--- src/rtl/seq_adder_sub.sv ---
// seq_adder_sub: multi-cycle add/subtract that processes CHUNK bits per clock.
// Ports:
//   clk, rst        clock and synchronous active-high reset
//   start           request an operation (sampled only while idle)
//   a, b, cin, sub  operands, carry/borrow-in and mode (0 = a+b+cin, 1 = a-b-cin)
//   busy, done      not-idle flag and one-cycle completion pulse
//   sum, cout, ovf  registered result, MSB carry-out (1 = no borrow) and signed overflow
module seq_adder_sub #(
    parameter int WIDTH = 8,
    parameter int CHUNK = 4
) (
    input  logic             clk,
    input  logic             rst,
    input  logic             start,
    input  logic [WIDTH-1:0] a,
    input  logic [WIDTH-1:0] b,
    input  logic             cin,
    input  logic             sub,
    output logic             busy,
    output logic             done,
    output logic [WIDTH-1:0] sum,
    output logic             cout,
    output logic             ovf
);
    localparam int NCH = (CHUNK > 0) ? WIDTH / CHUNK : 1;
    localparam int CW = (NCH > 1) ? $clog2(NCH) : 1;
    localparam logic [CW-1:0] LAST = CW'(NCH - 1);

    generate
        if (CHUNK < 1) begin : g_bad_chunk
            $error("seq_adder_sub: CHUNK must be at least 1");
        end else if (WIDTH % CHUNK != 0) begin : g_bad_width
            $error("seq_adder_sub: WIDTH must be a multiple of CHUNK");
        end
    endgenerate

    typedef enum logic [1:0] {IDLE, RUN, DONE} state_t;

    state_t           state, state_n;
    logic [WIDTH-1:0] opa, opb, res, res_n;
    logic [CW-1:0]    cnt;
    logic             carry;
    logic [CHUNK:0]   csum;
    logic             cmsb;
    int               idx;

    // Subtraction is a + ~b + ~cin, so the operand and carry are inverted at capture
    // and the datapath is a plain adder. The carry into the top bit of a chunk is
    // recovered from its sum bit, which gives the carry into the MSB on the last chunk.
    always_comb begin
        idx = int'(cnt) * CHUNK;
        csum = {1'b0, opa[idx +: CHUNK]} + {1'b0, opb[idx +: CHUNK]} + {{CHUNK{1'b0}}, carry};
        cmsb = csum[CHUNK-1] ^ opa[idx + CHUNK - 1] ^ opb[idx + CHUNK - 1];
        res_n = res;
        res_n[idx +: CHUNK] = csum[CHUNK-1:0];
    end

    always_comb begin
        busy = state != IDLE;
        done = state == DONE;
        state_n = (state == IDLE) ? (start ? RUN : IDLE) :
                  (state == RUN)  ? ((cnt == LAST) ? DONE : RUN) : IDLE;
    end

    always_ff @(posedge clk) begin
        if (rst) begin
            state <= IDLE;
            opa   <= '0;
            opb   <= '0;
            res   <= '0;
            carry <= 1'b0;
            cnt   <= '0;
            sum   <= '0;
            cout  <= 1'b0;
            ovf   <= 1'b0;
        end else begin
            state <= state_n;
            if (state == IDLE && start) begin
                opa   <= a;
                opb   <= sub ? ~b : b;
                carry <= sub ? ~cin : cin;
                cnt   <= '0;
            end
            if (state == RUN) begin
                res   <= res_n;
                carry <= csum[CHUNK];
                cnt   <= cnt + 1'b1;
                if (cnt == LAST) begin
                    sum  <= res_n;
                    cout <= csum[CHUNK];
                    ovf  <= cmsb ^ csum[CHUNK];
                end
            end
        end
    end
endmodule

--- config.mk ---
export PLATFORM = sky130hd
export DESIGN_NAME = seq_adder_sub
export DESIGN_NICKNAME = d
export VERILOG_FILES = /design/src/rtl/seq_adder_sub.sv
export SDC_FILE = /design/constraint.sdc
export NUM_CORES = 1
export LEC_CHECK = 0
export CORE_UTILIZATION = 50
export CTS_CLUSTER_SIZE = 28
export DETAILED_ROUTE_END_ITERATION = 7
export DONT_BUFFER_PORTS = 1
export PLACE_DENSITY = 0.72
export SKIP_LAST_GASP = 1
export SYNTH_ARGS = -nofsm -noshare
export SYNTH_HDL_FRONTEND = slang
export SYNTH_SLANG_ARGS = --single-unit
--- constraint.sdc ---
create_clock -name clk -period 4.32 [get_ports clk]
set_clock_uncertainty 0.1 [all_clocks]
set_input_delay 0.864 -clock clk [delete_from_list [all_inputs] [get_ports clk]]
set_output_delay 0.864 -clock clk [all_outputs]
set_load 0.05 [all_outputs]
==> impl_metrics.ini <==
[run_status]
outcome = complete, no violations

[synthesis]
synth-seq-cells = 34
synth_adder_area_share_pct = 4.87
synth_top_area_share_pct = 42.8
yosys-top-cells-count = dfxtp_1 (34), nand2_1 (32), nor2_1 (21)
yosysWarnings = 0
synth_nets = 201
ys.flop_type = dfxtp_1
syn_area_per_cell_sq_um = 9.09
synth-xor-area-share_pct = 8.18
synth_mux_area_share_pct = 7.39
synth_compound_area_share_pct = 14.2
synthSimpleGateAreaFrac_pct = 16.7
synth_cell_types = 32
async_reset_ff_share_pct = 0
synth_edf_count = 0
synth_cells = 175
yosysMostFrequentCell = dfxtp_1
synth_top_area_cell = dfxtp_1
yosysSeqAreaShare_pct = 42.8
synth_top_family_by_area = simple AND/OR/NAND/NOR gates
syn-cell-area_sq_mm = 0.00159
synth.area.top_cells = dfxtp_1 (43%), nand2_1 (7.5%), xnor2_1 (6.1%), a21oi_1 (5.3%), nor2_1 (5.0%)

[drt]
top_layer = met4
wirelength_microns = 2770
wl_met1_microns = 1240
first_pass_iters = 4
vias = 1088
wl_met3_microns = 166
viasPerCell = 5.11
wire_per_inst_microns = 13.0
drc_errors = 0
drt-initial-drc-count = 32
dr_wl_met2_microns = 1330
antenna_left = 0

[worst_setup_path]
worstSetupPathType = reg -> reg
startpoint = cnt$_SDFFE_PP0P_
slowest_delay_ps = 620
critical_path.cell_chain = mux2_2, fa_1, inv_1, fa_1, nand2b_1, a21oi_2, a222oi_1, nor2_1
end_kind = flip-flop
r2r_slack_ps = 1760
reg2reg_depth = 8
cp_common_cell = fa_1
required_ps = 4450
cp-start-kind = flip-flop
arrival_ps = 2690
path_max_fanout = 12
crit_slowest_cell = dfxtp_1
r2r-start = cnt$_SDFFE_PP0P_
r2r_end = carry$_SDFFE_PP0P_
crit_end = carry$_SDFFE_PP0P_

[sta]
fin_crit_sh_pct = 59.3
fin_ws_ps = 1760
rsz0062_at_grt = false
finalMaxSlewViolations = 0
timing.hold.ws_ps = 354
setup_tns_ps = 0
relSlewSlack_pct = 38.0
clock.fmax_ghz = 0.390
setup_viol = 0
tightest_slew_ps = 929
hold_viol_final = 0
timing.final.crit_period_ps = 2560

[global_routing]
grt_usage_pct = 19.0
antenna_found_initial = 0
grt_overflow_total = 0
grt_pass1_wl_microns = 4700
grt_pass1_vias = 1051
grt_max_degree = 35

[flow_run]
max_cap_violations = 0

[cells_and_area]
antennaDiodeCount = 0
fillers = 292
final_util_pct = 53.5
area_growth_pct = 1.73
finalNetCount = 196
drive_above_1_share_pct = 12.4

[power_and_ir_drop]
intPower_uw = 456
p_per_area_mw_per_mm2 = 388
pwr-share-seq_pct = 56.2
irDropWorstVdd_mv = 0.208
netSwitchingFraction_pct = 27.5
p_leak_nw = 0.623
pwr-share-clk_pct = 26.8
switchingPower_uw = 173
comb_power_share_pct = 17.0

[clocking]
cts-resized-gates = 0
cts_buffers = 5
cts-root-buf = clkbuf_4
cts_hold_buf = 0
cts_setup_buffers = 0
htreeDepth = 2
clock_sinks = 34
tritoncts = built
cts_buffer_depth = 2
path_clk_slew_ps = 90
clk_latency_ps = 330

[hold_path]
min_path_type = reg -> reg

[floorplanning]
start_util_pct = 52.6
io-pin-count = 33
die_h_microns = 58.4
coreArea_sq_mm = 0.00303
die_area_sq_mm = 0.00341
rows = 20
chipWidth_microns = 58.4

[place]
dpl.hpwl_microns = 2080
place_congestion = 0.774
portBuffers = 0
dpl_worst_slack_ps = 1750
## kinds of logic (layout without fill, tap and decap cells)
family	Yosys count	after routing
mux	11	11
simple gates	62	62
xor+xnor	14	14
buf+inv	16	10
fa+ha+maj	5	5
compound gates	33	33
flops	34	34
## worst min path at each step
stage	start	endpoint	slack, ps	cells past startpoint
floorplan	res[0]$_SDFFE_PP0P_	sum[0]$_SDFFE_PP0P_	330	2
global placement	res[2]$_SDFFE_PP0P_	sum[2]$_SDFFE_PP0P_	340	2
detailed placement	opa[6]$_SDFFE_PP0P_	opa[6]$_SDFFE_PP0P_	340	2
CTS	opa[6]$_SDFFE_PP0P_	opa[6]$_SDFFE_PP0P_	350	2
global route	res[2]$_SDFFE_PP0P_	sum[2]$_SDFFE_PP0P_	380	2
finish	opa[1]$_SDFFE_PP0P_	opa[1]$_SDFFE_PP0P_	350	2
## cell usage in the layout, fill, tap and decap left out, drive strengths merged, types with 3 or more instances in the layout
master | netlist | final
a211oi | 9 | 9
ha | 3 | 3
clkbuf | 4 | 6
dfxtp | 34 | 34
mux2 | 6 | 6
mux2i | 5 | 5
nand2 | 32 | 32
a21oi | 19 | 19
nor2 | 22 | 22
xnor2 | 12 | 12
inv | 4 | 4
## power groups by stage
| stage | Combinational (mW) | Sequential [mW] | Clock, mW |
|---|---|---|---|
| after CTS | 0.109 | 0.353 | 0.173 |
| final | 0.107 | 0.353 | 0.168 |
| after detailed placement | 0.108 | 0.361 | 0 |
| after global routing | 0.120 | 0.356 | 0.192 |
| after global placement | 0.104 | 0.360 | 0 |
| after floorplan | 0.106 | 0.355 | 0 |
## layout make-up
cell class / instances / area (sq um) / share of cell area, %
Clock buffer: 6 / 51.3 / 3.17
Inverter: 4 / 15.0 / 0.927
Multi-Input combinational cell: 125 / 817 / 50.5
Sequential cell: 34 / 681 / 42.0
Tap cell: 44 / 55.1 / 3.40
## worst max-delay path: cells and delay by family (launching register included)
family / cells / cell delay [ps]
adder cells (fa/ha/maj): 2 / 610
AO/OA/AOI/OAI: 2 / 430
AND/OR/NAND/NOR: 2 / 190
buffers and inverters: 1 / 80
flip-flops: 1 / 620
multiplexers: 1 / 410
## stage by stage
stage          cell area [sq um]  power [mW]  instances
2_1_floorplan               1590       0.461        175
3_3_place_gp                1570       0.464        207
3_5_place_dp                1570       0.469        207
4_1_cts                     1620       0.635        213
5_1_grt                     1620       0.668        213
6_report                    1620       0.629        213
## sequential cells by signal, summed over array words and instances (netlist names)
signal  count
ovf         1
opa         8
state       2
cnt         1
res         4
sum         8
opb         8
cout        1
carry       1
## routing by layer
metal  vias up  GRT usage (%)
met5         -              0
met3         5           8.79
met4         0           6.12
met2        26           30.9
met1       493           22.4
li1        564              -
Note: power is estimated with default switching activity, not from simulation.
